$ cat src/rtl/rob_dur_avg.sv
// Windowed mean (and optional max) of ROB residency samples on three channels,
// drained round-robin through one ready/valid slot. Define ROB_DUR_AVG_MAX_EN to build the max path.
module rob_dur_avg #(
  parameter int unsigned DUR_W  = 10,
  parameter int unsigned LOG2_N = 4
) (
  input  logic             clk,
  input  logic             reset,
  input  logic [DUR_W-1:0] dur_dp,
  input  logic             dur_dp_vld,
  input  logic [DUR_W-1:0] dur_fast,
  input  logic             dur_fast_vld,
  input  logic [DUR_W-1:0] dur_slow,
  input  logic             dur_slow_vld,
  output logic             out_vld,
  input  logic             out_rdy,
  output logic [1:0]       out_ch,
  output logic [DUR_W-1:0] out_avg,
  output logic [DUR_W-1:0] out_max,
  output logic [2:0]       ovf
);

  localparam int unsigned SUM_W = DUR_W + LOG2_N;

  logic [2:0]        smp_vld;
  logic [DUR_W-1:0]  smp_dur    [3];
  logic [LOG2_N-1:0] cnt_q      [3];
  logic [SUM_W-1:0]  sum_q      [3];
  logic [SUM_W-1:0]  win_sum    [3];
  logic [DUR_W-1:0]  pend_avg_q [3];
  logic [2:0]        close;
  logic [2:0]        pend_q;
  logic [2:0]        ovf_q;
  logic [1:0]        rr_q;
  logic [2:0]        rr_idx;
  logic              slot_load;
  logic              found;
  logic [1:0]        gsel;
  logic [2:0]        grant;
  logic              out_vld_q;
  logic [1:0]        out_ch_q;
  logic [DUR_W-1:0]  out_avg_q;

  assign smp_vld    = {dur_slow_vld, dur_fast_vld, dur_dp_vld};
  assign smp_dur[0] = dur_dp;
  assign smp_dur[1] = dur_fast;
  assign smp_dur[2] = dur_slow;

  always_comb begin
    for (int c = 0; c < 3; c++) begin
      close[c]   = smp_vld[c] && (cnt_q[c] == {LOG2_N{1'b1}});
      win_sum[c] = sum_q[c] + SUM_W'(smp_dur[c]);
    end
  end

  // Round-robin search starting at rr_q, wrapping slow -> dp.
  always_comb begin
    found  = 1'b0;
    gsel   = 2'd0;
    rr_idx = 3'd0;
    for (int i = 0; i < 3; i++) begin
      rr_idx = {1'b0, rr_q} + 3'(i);
      if (rr_idx >= 3'd3) rr_idx = rr_idx - 3'd3;
      if (!found && pend_q[rr_idx[1:0]]) begin
        found = 1'b1;
        gsel  = rr_idx[1:0];
      end
    end
    slot_load = !out_vld_q || out_rdy;
    grant     = '0;
    if (slot_load && found) grant[gsel] = 1'b1;
  end

  always_ff @(posedge clk) begin
    if (reset) begin
      for (int c = 0; c < 3; c++) begin
        cnt_q[c]      <= '0;
        sum_q[c]      <= '0;
        pend_avg_q[c] <= '0;
      end
      pend_q    <= '0;
      ovf_q     <= '0;
      rr_q      <= 2'd0;
      out_vld_q <= 1'b0;
      out_ch_q  <= 2'd0;
      out_avg_q <= '0;
    end else begin
      for (int c = 0; c < 3; c++) begin
        if (smp_vld[c]) begin
          if (close[c]) begin
            cnt_q[c] <= '0;
            sum_q[c] <= '0;
          end else begin
            cnt_q[c] <= cnt_q[c] + LOG2_N'(1);
            sum_q[c] <= win_sum[c];
          end
        end
        // A grant on the same edge frees the slot, so the new result is kept.
        if (close[c] && (!pend_q[c] || grant[c])) begin
          pend_q[c]     <= 1'b1;
          pend_avg_q[c] <= win_sum[c][SUM_W-1:LOG2_N];
        end else if (grant[c]) begin
          pend_q[c] <= 1'b0;
        end
        if (close[c] && pend_q[c] && !grant[c]) ovf_q[c] <= 1'b1;
      end
      if (slot_load) begin
        out_vld_q <= found;
        if (found) begin
          out_ch_q  <= gsel;
          out_avg_q <= pend_avg_q[gsel];
          rr_q      <= (gsel == 2'd2) ? 2'd0 : gsel + 2'd1;
        end
      end
    end
  end

`ifdef ROB_DUR_AVG_MAX_EN
  logic [DUR_W-1:0] max_q      [3];
  logic [DUR_W-1:0] win_max    [3];
  logic [DUR_W-1:0] pend_max_q [3];
  logic [DUR_W-1:0] out_max_q;

  always_comb begin
    for (int c = 0; c < 3; c++) begin
      win_max[c] = (smp_dur[c] > max_q[c]) ? smp_dur[c] : max_q[c];
    end
  end

  always_ff @(posedge clk) begin
    if (reset) begin
      for (int c = 0; c < 3; c++) begin
        max_q[c]      <= '0;
        pend_max_q[c] <= '0;
      end
      out_max_q <= '0;
    end else begin
      for (int c = 0; c < 3; c++) begin
        if (smp_vld[c]) max_q[c] <= close[c] ? '0 : win_max[c];
        if (close[c] && (!pend_q[c] || grant[c])) pend_max_q[c] <= win_max[c];
      end
      if (slot_load && found) out_max_q <= pend_max_q[gsel];
    end
  end

  assign out_max = out_max_q;
`else
  assign out_max = '0;
`endif

  assign out_vld = out_vld_q;
  assign out_ch  = out_ch_q;
  assign out_avg = out_avg_q;
  assign ovf     = ovf_q;

endmodule

$ cat config.mk
export PLATFORM = sky130hd
export DESIGN_NAME = rob_dur_avg
export DESIGN_NICKNAME = d
export VERILOG_FILES = /design/src/rtl/rob_dur_avg.sv
export SDC_FILE = /design/constraint.sdc
export NUM_CORES = 1
export LEC_CHECK = 0
export CAP_MARGIN = 10
export CORE_MARGIN = 8
export CORE_UTILIZATION = 60
export DETAILED_ROUTE_END_ITERATION = 16
export PLACE_DENSITY_LB_ADDON = 0.3
export SYNTH_ARGS = -nofsm -noshare
export SYNTH_HDL_FRONTEND = slang
export SYNTH_SLANG_ARGS = --single-unit
export TNS_END_PERCENT = 5
$ cat constraint.sdc
create_clock -name clk -period 8.8 [get_ports clk]
set_clock_uncertainty 0.15 [all_clocks]
set_input_delay 2.2 -clock clk [delete_from_list [all_inputs] [get_ports clk]]
set_output_delay 2.2 -clock clk [all_outputs]
set_load 0.02 [all_outputs]
==> Word-level counts from Yosys, hierarchy flattened <==
Memory sizes are Yosys's and may differ from the RTL's. A register that Yosys moved wholly into a read port is not among the register bits.
Index checks and enable logic that the tools add are counted.
{ "word_totals": {"out_inout_bits": 26, "wordCells": 159, "latch_bits": 0, "mem_count": 3, "input_bits": 36, "ff_bits": 11, "ramBits": 84, "mem_bits_ro": 0} }
{ "mem_list": {"columns": ["name", "depth", "width", "read_ports", "rd_ports_with_merged_regs", "write_ports", "line_no", "source"], "rows": [
  ["sum_q", 3, 14, 3, 0, 3, "28", "logic [SUM_W-1:0] sum_q [3];"],
  ["pend_avg_q", 3, 10, 1, 1, 3, "30", "logic [DUR_W-1:0] pend_avg_q [3];"],
  ["cnt_q", 3, 4, 3, 0, 3, "27", "logic [LOG2_N-1:0] cnt_q [3];"]
]} }
{ "op_classes": {"addsub": 12, "muxes": 75, "bitwise_logic": 15, "n_reduce_logical": 33, "eq_ne": 4, "magnitude_cmp": 8, "multipliers": 0, "n_div": 0, "shift": 0} }
{ "ops": {"columns": ["operator", "n"], "rows": [
  ["$mux 14", 6],
  ["$mux 1", 48],
  ["$add 14x10->14", 3],
  ["$mux 10", 3],
  ["$mux 4", 6],
  ["$logic_and 1x1->1", 16],
  ["$or 1x1->1", 15],
  ["$mux 2", 7],
  ["$add 4x1->4 const B", 3],
  ["$eq 4x4->1 const B", 3],
  ["$lt 2x3->1 const B", 4],
  ["$logic_not 1->1", 9],
  ["$bmux 1 s2", 3],
  ["$ge 3x2->1 const B", 2],
  ["$reduce_bool 2->1", 3],
  ["$sub 2x2->2 const B", 3],
  ["$logic_or 1x1->1", 4],
  ["$add 2x1->3 const B", 1],
  ["$add 2x2->3 const B", 1],
  ["$mux 3", 1],
  ["$add 2x1->2 const B", 1],
  ["$demux 1 s2", 1],
  ["$eq 2x2->1 const B", 1],
  ["$ge 2x1->1 const B", 1],
  ["2 further kinds", 2]
]} }

==> Longest topological paths before layout <==
Gate-level depths: netlist of the first run.
{ "depth": {"word_depth": 22, "depth_mapped": 11} }

==> Worst setup path before layout of the first run <==
OpenSTA, ideal clock, no wires.
{ "synth_path": {"path_kind": "in2reg", "from": "in dur_slow[0]", "to": "mem pend_avg_q[2][8], data pin", "t_required_ns": 8.493, "t_arrival_ns": 4.089, "stages": 9, "path_buffers": 0, "path_slack_ns": 4.404, "path_cell_list": "ha_1 > inv_1 > fa_1 > nor2b_1 > o21ai_0 > a211oi_1 > nor3_1 > or4_1 > a32oi_1"} }
{ "synth_rtl": {"columns": ["element", "line_no", "source"], "rows": [
  ["from (decl)", "13", "input logic [DUR_W-1:0] dur_slow,"],
  ["to (decl)", "30", null]
]} }

==> results of run 1 <==
## area by class of cell
cell class | instances | share of cell area [%]
inverters | 37 | 1.95
repair buffers | 53 | 7.39
flip-flops and latches | 105 | 41.4
clock buffers | 9 | 1.74
multi-input cells | 447 | 43.8
clock inverters | 7 | 1.32
well taps | 136 | 2.39
## registers in the layout, indices dropped and copies added (netlist names)
signal	cells
sum_q	42
out_ch	2
cnt_q	12
pend_avg_q	30
rr_q	2
pend_q	3
out_vld	1
out_avg	10
ovf	3
## metal layers
metal | vias up | track usage, % | routed length, um
li1 | 2382 | - | -
met1 | 2315 | 23.7 | 6030
met2 | 137 | 31.6 | 6430
met3 | 15 | 3.02 | 676
met4 | 0 | 6.40 | 158
met5 | - | 0 | 0
## power groups by stage
stage / logic (mW) / registers (mW) / clock network [mW]
after global routing: 0.263 / 0.590 / 0.352
final: 0.236 / 0.587 / 0.331
after floorplan: 0.177 / 0.592 / 0
after CTS: 0.234 / 0.586 / 0.333
after global placement: 0.225 / 0.595 / 0
after detailed placement: 0.232 / 0.598 / 0
## stage by stage
step	instance area [um2]	hold WS [ns]	utilization (%)	setup slack, ns
global route	7110	0.329	68.9	3.73
CTS	7110	0.321	68.9	4.02
floorplan	6390	0.352	-	4.40
finish	7110	0.322	68.9	3.97
global placement	6890	0.296	66.7	3.74
detailed placement	6890	0.309	66.7	3.65
## Yosys cell counts, drive strengths merged, types with 4 or more instances
library cell	instances
nor2b	8
o21ai	25
nand2b	12
and3	13
edfxtp	84
xor2	9
buf	21
mux2i	4
dfxtp	21
nor2	75
ha	37
o41ai	10
a211oi	18
nand3	8
a31oi	19
nand4	5
nor3	18
a21o	14
or2	4
a21boi	5
inv	37
nand3b	12
a21oi	27
nor3b	7
xnor2	12
o21a	10
a311oi	8
a32oi	5
o31ai	4
clkbuf	22
nand2	16
a2111oi	6
## worst min path at each step
stage | startpoint | to | slack [ns] | depth (start not counted)
2_1_floorplan | pend_q[0]$_SDFFE_PP0P_ | pend_q[0]$_SDFFE_PP0P_ | 0.35 | 2
3_3_place_gp | ovf[1]$_SDFFE_PP0P_ | ovf[1]$_SDFFE_PP0P_ | 0.30 | 2
3_5_place_dp | ovf[1]$_SDFFE_PP0P_ | ovf[1]$_SDFFE_PP0P_ | 0.31 | 2
4_1_cts | ovf[1]$_SDFFE_PP0P_ | ovf[1]$_SDFFE_PP0P_ | 0.32 | 2
5_1_grt | ovf[1]$_SDFFE_PP0P_ | ovf[1]$_SDFFE_PP0P_ | 0.33 | 2
6_report | ovf[1]$_SDFFE_PP0P_ | ovf[1]$_SDFFE_PP0P_ | 0.32 | 2
## cell families after synthesis
group	share of synthesized area, %
DFF	46.3
AOI/OAI and AO/OA	21.3
xor gates and xnor gates	2.89
and+or+nand+nor	15.0
other	0.0590
muxes	0.629
adders and majority gates	8.22
buffers and inverters	5.61
## worst max-delay path: cells and delay by family
| family | cells | cell delay, ns |
|---|---|---|
| compound gates | 5 | 1.27 |
| fa+ha+maj | 2 | 0.56 |
| buf+inv | 2 | 0.55 |
| simple gates | 1 | 0.16 |
==> out/qor.txt, run 1 <==
Gate Count Post-Synth - 623
Max Root-Sink Buffers - 2
Area contributors post-synth - edfxtp_1, ha_1, dfxtp_1
number of synthesized flops with an enable pin - 84
vias in the first global route - 4763
Chip Height - 119 um
largest net degree at the start of global routing - 45
Yosys warnings - 0
most frequent CP cell - o21ai_0
static leakage - 2.75 nW
critical setup path kind - input pin to register
slowest stage cell, crit path - o311ai_0
relative slew slack - 20.5%
Power Internal - 827 uW
final setup fails - 0
Critical path origin - dur_fast[0]
total chip power - 1.15 mW
Critical Path End - pend_avg_q[1][8]$_SDFFCE_PN0P_
synthesized area per cell - 10.2 um2
Post-CTS Hold Buffers - 0
unrepaired setup endpoints after global routing - false
Arrival @ worst endpoint - 4.74 ns
WL/cell - 16.7 um
power per standard cell area - 162 nW/um2
clock share of power - 28.7%
initial core utilization - 61.6%
main flop type after synthesis - edfxtp_1
Yosys reg bits - 105
status - completed
Overflow after GRT - 0
Setup crit end kind - register
Yosys top cell by area - edfxtp_1
max cap viols - 0
nets@finish - 729
Largest stage delay, worst path - 0.52 ns
Total GRT Usage - 18.6%
Async S/R FF share, synth - 0%
share of the synthesized area in the top cell type - 39.7%
combinational share of power - 20.5%
TritonCTS Sinks - 105
Yosys cell types - 62
Synth Cell Area - 6360 um2
fmax - 0.207 GHz
most common cell after layout, fill and taps aside - edfxtp_1
initial antenna violation count - 0
vias per cell - 6.11
post-route antenna net violation count - 0
r2r startpoint - rr_q[0]$_SDFFE_PP0P_
Cell Rows - 37
FILL cells - 775
top-level I/O count - 62
routed via count - 4849
DRC - 0
die area - 14200 um2
reg2reg end - pend_avg_q[1][8]$_SDFFCE_PN0P_
initial drt markers - 353
Worst Tran Pin Value - 1.19 ns
Worst setup SP type - input pin
post-CTS sizing - 0
synth-to-layout area growth - 11.7%
most frequent cells in the layout - edfxtp_1, nor2_1, clkdlybuf4s50_1
fin cells - 794
H-Tree Depth - 3
TNS Setup - 0 ns
Reg area - 2940 um2
placed cell count - 778
Pre-antenna DRT Iters - 5
clock tree from TritonCTS - built
maximum vdd drop - 112 uV
clk_lat worst skew - 0.37 ns
part of the power in registers - 50.9%
Final min period - 4.83 ns
sequential-to-total area share from yosys stat - 46.3%
Hold Path Class - register to register
core box area - 10300 um2
switching power - 326 uW
root buffer cell - clkbuf_8
Final HPWL DP - 9730 um
RD Place Congestion - 0.889
layout cell share with drive strength beyond 1 - 6.08%
switch share - 28.3%
Die W - 119 um
multi-input logic area - 3110 um2
worst path cell trace - clkdlybuf4s50_1 -> ha_1 -> inv_1 -> fa_1 -> nor2b_1 -> o21ai_0 -> a21boi_0 -> o21ai_0 -> o311ai_0 -> a32oi_1
CP Max Fanout - 3
Routed WL - 13300 um
worst reg2reg setup slack - 4.62 ns
Worst EP required - 8.71 ns
n_diodes - 0
I/O Buffers - 51
CTS Buf Count - 9
Max Slew Vio Count - 0
Fin. Hold Viols - 0
Post CTS Setup Buffer Count - 0
Clk pin slew, worst setup/hold paths - 0.10 ns
reg2reg path depth - 8
final period utilization - 54.8%
first-pass GRT wire length - 22100 um
Note: power is estimated with default switching activity, not from simulation.
==> run 2, diff against run 1 <==
Settings changed: CORE_UTILIZATION 60 to 52.
Clock period 8.8 ns to 4.4 ns, I/O delays scaled along.
==> run 2 against run 1 <==
Net effect:
- first-iteration DRC count up 14%
- design area grew 1.9%
- global-route usage down 1.6 points
- register-to-register slack worse by 3.9 ns
==> out/qor.txt, run 2 (same netlist as run 1, synthesis figures left out) <==
FILL cells - 977 (+26%)
Final min period - 3.72 ns
most frequent cells in the layout - edfxtp_1, nor2_1, clkdlybuf4s50_1
power per standard cell area - 340 nW/um2 (+110%)
I/O Buffers - 51 (unchanged)
clock share of power - 33.2% (+4.5 points)
core box area - 12000 um2 (+16%)
Worst setup SP type - input pin
maximum vdd drop - 207 uV (+84%)
initial drt markers - 402 (+14%)
nets@finish - 734 (+0.69%)
fmax - 0.269 GHz
combinational share of power - 19.1% (-1.4 points)
Clk pin slew, worst setup/hold paths - 0.07 ns (-0.03 ns)
top-level I/O count - 62 (unchanged)
part of the power in registers - 47.6% (-3.3 points)
die area - 16000 um2 (+13%)
n_diodes - 0 (unchanged)
final core utilization - 60.6% (-8.3 points)
DRC - 0 (unchanged)
Chip Height - 127 um (+6.4%)
CP Max Fanout - 4 (+1)
final hold slack - 0.315 ns (-0.00694 ns)
Max Slew Vio Count - 0 (unchanged)
largest net degree at the start of global routing - 43 (-4.4%)
vias per cell - 6.03 (-1.3%)
final setup fails - 0 (unchanged)
Final HPWL DP - 9930 um (+2.1%)
unrepaired setup endpoints after global routing - false
initial core utilization - 53.2% (-8.4 points)
Arrival @ worst endpoint - 3.77 ns (-0.97 ns)
Pre-antenna DRT Iters - 5 (unchanged)
status - completed
Routed WL - 13600 um (+2.2%)
post-CTS sizing - 0 (unchanged)
layout cell share with drive strength beyond 1 - 6.94% (+0.86 points)
Overflow after GRT - 0 (unchanged)
synth-to-layout area growth - 13.9%
Cell Rows - 40 (+8.1%)
largest registers - sum_q: 42 flops, pend_avg_q: 30 flops, cnt_q: 12 flops
Post CTS Setup Buffer Count - 0 (unchanged)
Max Root-Sink Buffers - 2 (unchanged)
static leakage - 2.81 nW (+2.4%)
Reg area - 2940 um2 (unchanged)
vias in the first global route - 4736 (-0.57%)
critical setup path kind - input pin to register
H-Tree Depth - 3 (unchanged)
Post-CTS Hold Buffers - 0 (unchanged)
Post-DP Area - 6940 um2 (+0.74%)
initial antenna violation count - 0 (unchanged)
RD Place Congestion - 0.871 (-2.0%)
clock tree from TritonCTS - built
Worst EP required - 4.45 ns (-4.26 ns)
Largest register FFs - 42 (unchanged)
Hold Path Class - register to register
multi-input logic area - 3110 um2 (unchanged)
TNS Setup - 0 ns (unchanged)
CTS Buf Count - 9 (unchanged)
root buffer cell - clkbuf_16
final period utilization - 84.6%
post-route cell area - 7240 um2 (+1.9%)
post-route antenna net violation count - 0 (unchanged)
routed via count - 4882 (+0.68%)
WL/cell - 16.8 um (+0.18%)
Total GRT Usage - 17.0% (-1.6 points)
first-pass GRT wire length - 22400 um (+1.3%)
Die W - 127 um (+6.4%)
max cap viols - 0 (unchanged)
Power Internal - 1.76 mW (+110%)
TritonCTS Sinks - 105 (unchanged)
Setup crit end kind - register
relative slew slack - 60.2% (+40 points)
clk_lat worst skew - 0.36 ns (about the same)
switching power - 697 uW (+110%)
Worst Tran Pin Value - 0.581 ns (-0.610 ns)
most common cell after layout, fill and taps aside - edfxtp_1
Largest Register - sum_q
Fin. Hold Viols - 0 (unchanged)
switch share - 28.3% (+0.049 points)
[run 2: routing by layer]
| layer | track usage [%] | part of all wire, % | wire (um) |
|---|---|---|---|
| met4 | 6.72 | 1.8 | 240 |
| met3 | 2.89 | 4.8 | 654 |
| met5 | 0 | 0 | 0 |
| met2 | 27.4 | 47 | 6350 |
| met1 | 22.3 | 47 | 6340 |
[run 2: worst paths after layout]
kind,from,to,slack (ns),depth (start not counted)
min,ovf[1]$_SDFFE_PP0P_,ovf[1]$_SDFFE_PP0P_,0.31,2
max reg2reg,rr_q[0]$_SDFFE_PP0P_,pend_avg_q[1][3]$_SDFFCE_PN0P_,0.71,9
max,dur_slow[0],pend_avg_q[2][8]$_SDFFCE_PN0P_,0.68,10
min reg2reg,ovf[1]$_SDFFE_PP0P_,ovf[1]$_SDFFE_PP0P_,0.31,2
[run 2: power groups by stage]
stage | combinational [mW] | sequential, mW | clock, mW
2_1_floorplan | 0.354 | 1.18 | 0
3_3_place_gp | 0.455 | 1.19 | 0
3_5_place_dp | 0.465 | 1.19 | 0
4_1_cts | 0.469 | 1.17 | 0.833
5_1_grt | 0.526 | 1.18 | 0.864
6_report | 0.471 | 1.17 | 0.817
[run 2: final cells by class]
cell class                      count  share of cell area (%)
Tap cell                          147                    2.54
Clock inverter                      6                   0.725
Multi-Input combinational cell    447                    43.0
Clock buffer                       10                    3.45
Inverter                           37                    1.92
Sequential cell                   105                    40.6
Timing Repair Buffer               58                    7.77
[run 2: worst max-delay path, stage by stage]
cell and delay [ns]:
clkdlybuf4s50_1 0.47, ha_1 0.16, inv_1 0.05, fa_1 0.38, nor2b_1 0.16, o21ai_0 0.15
a211oi_1 0.42, nor3_1 0.16, or4_1 0.55, a32oi_1 0.17
[run 2: per-stage QoR]
stage                     power (mW)  worst slack [ns]  cells
after floorplan                 1.54              1.10    632
after global placement          1.65             0.430    794
after detailed placement        1.66             0.388    794
after CTS                       2.47             0.728    810
after global routing            2.57             0.450    810
final                           2.46             0.677    810
